--- src/rtl/pipe_pkg.sv ---
// pipe_pkg: shared MEM/WB payload type and default widths.
// Used by pipe_stage_reg and its bench.
package pipe_pkg;

  localparam int DEF_DATA_W = 32;
  localparam int DEF_REG_AW = 5;

  typedef struct packed {
    logic [DEF_DATA_W-1:0] mem_data;
    logic [DEF_DATA_W-1:0] alu_data;
    logic [DEF_REG_AW-1:0] rd;
    logic [DEF_REG_AW-1:0] dst_reg;
    logic                  mem_to_reg;
    logic                  reg_write;
  } payload_t;

  function automatic int payload_w(
    input int dw,
    input int aw
  );
    return 2 * dw + 2 * aw + 2;
  endfunction

endpackage

--- src/rtl/pipe_skid_entry.sv ---
// pipe_skid_entry: one valid+payload register with load, clear, sync reset.
// Ports: ld/d load a beat, clr drops it (payload kept), vld/q hold it.
module pipe_skid_entry #(
  parameter int W = 8
) (
  input  logic         clk,
  input  logic         rst_n,
  input  logic         ld,
  input  logic         clr,
  input  logic [W-1:0] d,
  output logic         vld,
  output logic [W-1:0] q
);

  logic         valid_q;
  logic         valid_d;
  logic [W-1:0] data_q;
  logic [W-1:0] data_d;

  always_comb begin
    valid_d = valid_q;
    data_d  = data_q;
    unique case (1'b1)
      clr: begin
        valid_d = 1'b0;
      end
      ld && !clr: begin
        valid_d = 1'b1;
        data_d  = d;
      end
      default: ;
    endcase
  end

  always_ff @(posedge clk) begin
    if (!rst_n) begin
      valid_q <= 1'b0;
      data_q  <= '0;
    end else begin
      valid_q <= valid_d;
      data_q  <= data_d;
    end
  end

  assign vld = valid_q;
  assign q   = data_q;

endmodule

--- src/rtl/pipe_stage_reg.sv ---
// pipe_stage_reg: MEM/WB register, valid/ready, 2-entry skid, flush.
// in_*/out_* handshake + payload, fwd_* live only with PIPE_STAGE_REG_FWD_EN.
module pipe_stage_reg
  import pipe_pkg::*;
#(
  parameter int DATA_W = DEF_DATA_W,
  parameter int REG_AW = DEF_REG_AW
) (
  input  logic              clk,
  input  logic              rst_n,
  input  logic              flush,
  input  logic              in_valid,
  output logic              in_ready,
  input  logic [DATA_W-1:0] in_mem_data,
  input  logic [DATA_W-1:0] in_alu_data,
  input  logic [REG_AW-1:0] in_rd,
  input  logic [REG_AW-1:0] in_dst_reg,
  input  logic              in_mem_to_reg,
  input  logic              in_reg_write,
  output logic              out_valid,
  input  logic              out_ready,
  output logic [DATA_W-1:0] out_mem_data,
  output logic [DATA_W-1:0] out_alu_data,
  output logic [REG_AW-1:0] out_rd,
  output logic [REG_AW-1:0] out_dst_reg,
  output logic              out_mem_to_reg,
  output logic              out_reg_write,
  output logic              fwd_valid,
  output logic [REG_AW-1:0] fwd_rd,
  output logic [DATA_W-1:0] fwd_data
);

  localparam int PW = payload_w(DATA_W, REG_AW);

  logic [PW-1:0] in_pl;
  logic [PW-1:0] main_pl;
  logic [PW-1:0] skid_pl;
  logic [PW-1:0] main_din;
  logic          main_v;
  logic          skid_v;
  logic          main_ld;
  logic          main_clr;
  logic          skid_ld;
  logic          skid_clr;
  logic          xfer_in;
  logic          main_en;
  logic          go;
  logic          rw_raw;

  assign in_pl = {
    in_mem_data, in_alu_data,
    in_rd, in_dst_reg,
    in_mem_to_reg, in_reg_write
  };

  assign in_ready = !skid_v;
  assign xfer_in  = in_valid & in_ready;
  assign main_en  = !main_v | out_ready;
  assign go       = !flush;

  // main_en with skid_v implies in_ready=0, so no input
  // transfer can race the skid drain.
  always_comb begin
    main_ld  = 1'b0;
    main_clr = 1'b0;
    skid_ld  = 1'b0;
    skid_clr = 1'b0;
    main_din = in_pl;
    unique case (1'b1)
      flush: begin
        main_clr = 1'b1;
        skid_clr = 1'b1;
      end
      go && main_en && skid_v: begin
        main_ld  = 1'b1;
        main_din = skid_pl;
        skid_clr = 1'b1;
      end
      go && main_en && !skid_v && xfer_in: begin
        main_ld = 1'b1;
      end
      go && main_en && !skid_v && !xfer_in: begin
        main_clr = 1'b1;
      end
      go && !main_en && xfer_in: begin
        skid_ld = 1'b1;
      end
      default: ;
    endcase
  end

  pipe_skid_entry #(
    .W(PW)
  ) u_main (
    .clk  (clk),
    .rst_n(rst_n),
    .ld   (main_ld),
    .clr  (main_clr),
    .d    (main_din),
    .vld  (main_v),
    .q    (main_pl)
  );

  pipe_skid_entry #(
    .W(PW)
  ) u_skid (
    .clk  (clk),
    .rst_n(rst_n),
    .ld   (skid_ld),
    .clr  (skid_clr),
    .d    (in_pl),
    .vld  (skid_v),
    .q    (skid_pl)
  );

  assign {
    out_mem_data, out_alu_data,
    out_rd, out_dst_reg,
    out_mem_to_reg, rw_raw
  } = main_pl;

  assign out_valid     = main_v;
  assign out_reg_write = main_v & rw_raw;

`ifdef PIPE_STAGE_REG_FWD_EN
  assign fwd_valid = out_reg_write
                   & (out_dst_reg != '0);
  assign fwd_rd    = out_dst_reg;
  assign fwd_data  = out_mem_to_reg
                   ? out_mem_data
                   : out_alu_data;
`else
  assign fwd_valid = 1'b0;
  assign fwd_rd    = '0;
  assign fwd_data  = '0;
`endif

endmodule

--- config.mk ---
export PLATFORM = sky130hd
export DESIGN_NAME = pipe_stage_reg
export DESIGN_NICKNAME = d
export VERILOG_FILES = /design/src/rtl/pipe_pkg.sv /design/src/rtl/pipe_skid_entry.sv /design/src/rtl/pipe_stage_reg.sv
export SDC_FILE = /design/constraint.sdc
export NUM_CORES = 1
export LEC_CHECK = 0
export BUFFER_PORTS_ARGS = -buffer_cell sky130_fd_sc_hd__buf_2
export CORE_ASPECT_RATIO = 0.75
export CORE_MARGIN = 4
export CORE_UTILIZATION = 48
export CTS_CLUSTER_SIZE = 12
export DETAILED_ROUTE_END_ITERATION = 8
export PLACE_DENSITY = 0.8
export SLEW_MARGIN = 25
export SYNTH_ARGS = -nofsm -noshare
export SYNTH_HDL_FRONTEND = slang
export SYNTH_SLANG_ARGS = --single-unit
--- constraint.sdc ---
create_clock -name clk -period 1.5 [get_ports clk]
set_input_delay 0.075 -clock clk [delete_from_list [all_inputs] [get_ports clk]]
set_output_delay 0.075 -clock clk [all_outputs]
set_load 0.05 [all_outputs]
==> results of run 1 <==
-- Yosys cell counts (all sizes together) --
cell type  instances  area, sq um
o31a               1        8.760
nor4b              1        15.01
clkbuf            37        138.9
nor3               2        15.01
mux2i             76        760.7
nor2               1        6.260
a32o              76        760.7
nand2            152        570.6
buf              142         1037
dfxtp            154         3083
nor2b              1        8.760
a21oi              1        5.000
and2               1        6.260
conb               1        3.750
inv                1        3.750
o21bai            76        570.6
nand2b            79        494.2
-- logic make-up (layout without fill, tap and decap cells) --
group	Yosys count	count (layout)
multiplexers	76	76
other	1	38
buffers and inverters	180	293
flip-flops	154	154
AND/OR/NAND/NOR	237	237
AO/OA/AOI/OAI	154	154
-- through the flow --
step / worst slack (ps) / setup TNS, ps / hold WS, ps / power, mW / util
floorplan: -40.90 / -1636 / 217.1 / 5.556 / -
global route: -3.164 / -4.123 / 56.08 / 10.62 / 0.6112
finish: 55.09 / 0 / 55.64 / 10.28 / 0.6112
CTS: 3.185 / 0 / 32.87 / 10.32 / 0.6106
detailed placement: 47.69 / 0 / 337.8 / 5.689 / 0.5163
global placement: 89.37 / 0 / 334.2 / 5.670 / 0.5163
-- timing repair --
| action | 4_1_cts | 5_1_grt |
|---|---|---|
| hold buffers | 77 | 0 |
| gates cloned | 1 | 0 |
| resized for setup | 3 | 3 |
| setup buffers | 0 | 0 |
| endpoints found under the setup margin | 1 | 78 |
| endpoints found under the hold margin | 79 | 0 |
-- routing by layer --
metal / routed length (um) / up-vias / part of all wire / track usage
li1: - / 2894 / - / -
met3: 1062 / 23 / 0.057 / 0.05556
met5: 0 / - / 0 / 0
met4: 237 / 0 / 0.013 / 0.06228
met2: 8961 / 180 / 0.48 / 0.3636
met1: 8282 / 2879 / 0.45 / 0.2576
-- flip-flops by register name (all words and copies together) (netlist names) --
signal      count
u_skid.vld      1
u_main.q       76
u_skid.q       76
u_main.vld      1
-- power breakdown --
part | internal [mW] | switching, mW | total, mW
registers | 4.21 | 0.0643 | 4.27
logic | 0.512 | 0.987 | 1.50
clock network | 2.81 | 1.70 | 4.51
-- path summary, 6_finish.rpt --
path,slack (ps),end
min reg2reg,450,u_skid.q[61]
min,60,u_skid.vld
max,60,u_main.q[32]
max reg2reg,60,u_main.q[32]
-- critical path: stages (launching register included) --
cell and delay (ps):
dfxtp_4 350, nor2b_4 150, o31a_2 420, buf_12 190
a32o_1 220
-- cell type report --
class	count	area share
clock buffers	22	0.05200
clock inverters	10	0.01488
inverters	1	0.0004021
multi-input cells	505	0.3630
flip-flops and latches	154	0.3311
well taps	205	0.02748
repair buffers	260	0.2112
==> impl_metrics.ini, run 1 <==
[setup_path]
worstSetupPathType = register to register
worstPathRequired_ps = 1810
arrival_ps = 1750
start_kind = register
r2r_start = u_main.vld
startpoint = u_main.vld
cp-end-kind = register
crit_fanout = 30
rr_worst_depth = 4

[timing]
fin_crit_sh = 0.9633
hold_viol = 0
fin_skew_ps = 8.684
fmaxAchievable_mhz = 692.1
maxSlewHeadroom = 0.5038
min_period_ps = 1445
maxSlewViolCount = 0
setup_violations = 0
worstMarginPinSlew_ps = 744.3

[die]
pin_count = 197
die_x_um = 152.2
die-area_sq_mm = 0.01768
initial_core_util = 0.4903
num_rows = 39
core_area_sq_mm = 0.01527
die_h_um = 116.2

[synthesis]
synthMuxAreaShare = 0.1016
synth_xor_area_frac = 0
yosysSeqAreaShare = 0.4117
yosys_warnings = 0
ys_seq_elements = 154
post_synth_num_cell_types = 21
synthSimpleGateAreaFrac = 0.1490
synth_top_family_by_area = compound AO/OA/AOI/OAI gates
syn_inst = 802
synth_compound_area_frac = 0.1796
synth_fa_ha_area_frac = 0
syn_area_per_cell_sq_um = 9.337
syn_area_sq_mm = 0.007488

[power_and_ir_drop]
p_leak_nw = 3.690
power_density_mw_per_mm2 = 1101
ir_worst_vdd_mv = 0.8390

[grt]
track_usage = 0.2086
antenna_found_initial = 0
grt_max_degree = 153
grt_pass1_wl_um = 30330
grt_pass1_vias = 5954
grt-ovfl-total = 0

[detailed_routing]
wire_per_inst_um = 16.03
antenna_left = 0
vias = 5976
drt_wl_total_um = 18540
drcViolationCount = 0
routed_via_density = 5.165
firstDrtPassIters = 5
drt_iter0_markers = 339

[layout]
final_common_cell = buf_2
fill_cells = 1224
areaGrowthSynthToFinish_pct = 24.66
multi_input_area_sq_mm = 0.003388
design_area_sq_mm = 0.009335
final_cell_mix = 157 x buf_2, 152 x nand2_1, 152 x dfxtp_1, 78 x nand2b_1, 77 x dlygate4sd3_1
n_antenna_cell = 0
layout.cells.non_filler = 1157
drive_gt1_frac = 0.2321
seq_area_sq_mm = 0.003090
fin_nets = 1020

[placed_design]
gp_congestion = 0.7290
place_area_sq_mm = 0.007885
numPortBuffers = 158
place_inst = 1047
dp_hpwl_um = 11120

[cts]
clockBufferDepth = 2
root_buffer = clkbuf_16
htreeDepth = 4
clk-insertion-delay-late_ps = 420
cts_made_buffers = 17
clkTransAtPathRegs_ps = 60
cts_tree = done
clock-sinks = 154

[worst_hold_path]
hold_start = rst_n
min_path_type = primary input to register
hold_depth = 3

[flow_run]
drv_cap = 0

[outcome]
outcome = complete, no violations
Note: power is estimated with default switching activity, not from simulation.
==> inputs of run 2 (changes only) <==
==> constraint.sdc (replaced) <==
create_clock -name clk -period 1.32 [get_ports clk]
set_input_delay 0.066 -clock clk [delete_from_list [all_inputs] [get_ports clk]]
set_output_delay 0.066 -clock clk [all_outputs]
set_load 0.05 [all_outputs]
==> run 2 against run 1 <==
The run now ends with negative setup slack left. Maximum frequency increased by 1.7%. Worst setup slack got worse by 160 ps. Largest cell class unchanged. Sequential share of layout area decreased by 1.4 points. Largest power group unchanged. Die area unchanged.
==> impl_metrics.ini, run 2 (synthesized netlist as in run 1, its figures left out) <==
[worst_hold_path]
hold_start = rst_n
holdPathEnd = u_main.vld
hold_depth = 3
min_path_type = primary input to register

[setup_path]
crit_fanout = 33
rr_endpoint = u_main.q[3]
startpoint = u_main.vld
r2r_setup_slack_ps = -100
worstSetupPathType = register to register
arrival_ps = 1730
cp-end-kind = register
start_kind = register
rr_worst_depth = 4
r2r_start = u_main.vld
worstPathRequired_ps = 1620

[layout]
design_area_sq_mm = 0.009762
final_common_cell = buf_2
n_antenna_cell = 0
fin_nets = 1045
areaGrowthSynthToFinish_pct = 30.36
drive_gt1_frac = 0.2518
final_cell_mix = 155 x buf_2, 152 x nand2_1, 152 x dfxtp_1, 78 x nand2b_1
layout.cells.non_filler = 1182
fill_cells = 1202

[detailed_routing]
routed_via_density = 5.115
vias = 6046
drt_wl_total_um = 19880
antenna_left = 0
firstDrtPassIters = 5
wire_per_inst_um = 16.82
drt_iter0_markers = 410
drcViolationCount = 0

[die]
initial_core_util = 0.4903
die_h_um = 116.2
num_rows = 39
pin_count = 197
die_x_um = 152.2
die-area_sq_mm = 0.01768
core_area_sq_mm = 0.01527

[cts]
clkTransAtPathRegs_ps = 60
clockBufferDepth = 2
root_buffer = clkbuf_16
cts_tree = done
clock-sinks = 154
htreeDepth = 4
clk-insertion-delay-late_ps = 420
cts_made_buffers = 17

[timing]
maxSlewHeadroom = 0.6189
worstMarginPinSlew_ps = 571.6
rsz0062_at_grt = yes
fin_skew_ps = 12.08
hold_viol = 0
setup_violations = 150
fmaxAchievable_mhz = 703.7
fin_crit_sh = 1.077
setup_slack_ps = -101.1
maxSlewViolCount = 0
min_period_ps = 1421

[power_and_ir_drop]
internal_power_mw = 9.173
pwr-share-seq = 0.396
clock_power_share = 0.458
p_sw_mw = 3.098
switching_share = 0.2524
ir_worst_vdd_mv = 0.8839
power_density_mw_per_mm2 = 1257
p_comb_frac = 0.146
p_leak_nw = 3.905
p_total_mw = 12.27

[flow_run]
drv_cap = 0

[placed_design]
place_inst = 1056
numPortBuffers = 158
place_area_sq_mm = 0.007953
dp_hpwl_um = 11160
gp_congestion = 0.7675

[grt]
track_usage = 0.2161
grt-ovfl-total = 0
grt_pass1_vias = 6195
grt_pass1_wl_um = 31100
antenna_found_initial = 1
grt_max_degree = 97

[outcome]
outcome = finished with violations
violations = negative setup slack
run 2: metrics by stage:
step                      hold WS [ps]  utilization  setup WS, ps  setup TNS [ps]
after CTS                        26.10       0.6274        -85.14           -7410
after global placement           325.8       0.5207        -69.77           -6926
after global routing             54.92       0.6391        -150.6          -17090
final                            46.09       0.6391        -101.1           -8949
after floorplan                  208.1            -        -217.5          -21320
after detailed placement         329.6       0.5207        -90.49           -7392
run 2: timing repair:
action,CTS,global route
endpoints found under the setup margin,150,153
cloned,3,6
gates resized for setup,18,9
buffers inserted,5,4
hold buffers,76,0
hold endpoints to repair,93,0
pin swaps,1,1
run 2: worst max-delay path: stages (launching register included):
cell and delay (ps):
dfxtp_4 340, nor2b_4 140, o31a_4 390, buf_12 180, a32o_1 230
run 2: worst max-delay path by stage:
stage               cells past startpoint      endpoint
floorplan                               6  u_main.q[35]
global placement                        4   u_main.q[2]
detailed placement                      4  u_main.q[49]
CTS                                     6  u_main.q[74]
global route                            5  u_skid.q[14]
finish                                  4   u_main.q[3]
run 2: cell type report:
| class | count | area, sq um | share of cell area |
|---|---|---|---|
| Clock buffer | 25 | 495.5 | 0.05076 |
| Clock inverter | 7 | 185.2 | 0.01897 |
| Inverter | 1 | 6.256 | 0.0006409 |
| Multi-Input combinational cell | 505 | 3396 | 0.3479 |
| Sequential cell | 154 | 3090 | 0.3166 |
| Tap cell | 205 | 256.5 | 0.02628 |
| Timing Repair Buffer | 285 | 2332 | 0.2389 |
run 2: power by group through the flow:
stage	combinational (mW)	clock, mW	sequential [mW]
2_1_floorplan	1.37	0	4.95
3_3_place_gp	1.49	0	4.96
3_5_place_dp	1.51	0	4.96
4_1_cts	1.73	5.68	4.86
5_1_grt	1.89	5.87	4.87
6_report	1.79	5.62	4.86
run 2: per-layer routing:
| layer | routed length [um] | up-vias | track usage |
|---|---|---|---|
| li1 | - | 2951 | - |
| met1 | 8441 | 2857 | 0.2613 |
| met2 | 9893 | 203 | 0.3831 |
| met3 | 1229 | 33 | 0.05556 |
| met4 | 306 | 2 | 0.06886 |
| met5 | 13 | - | 0 |
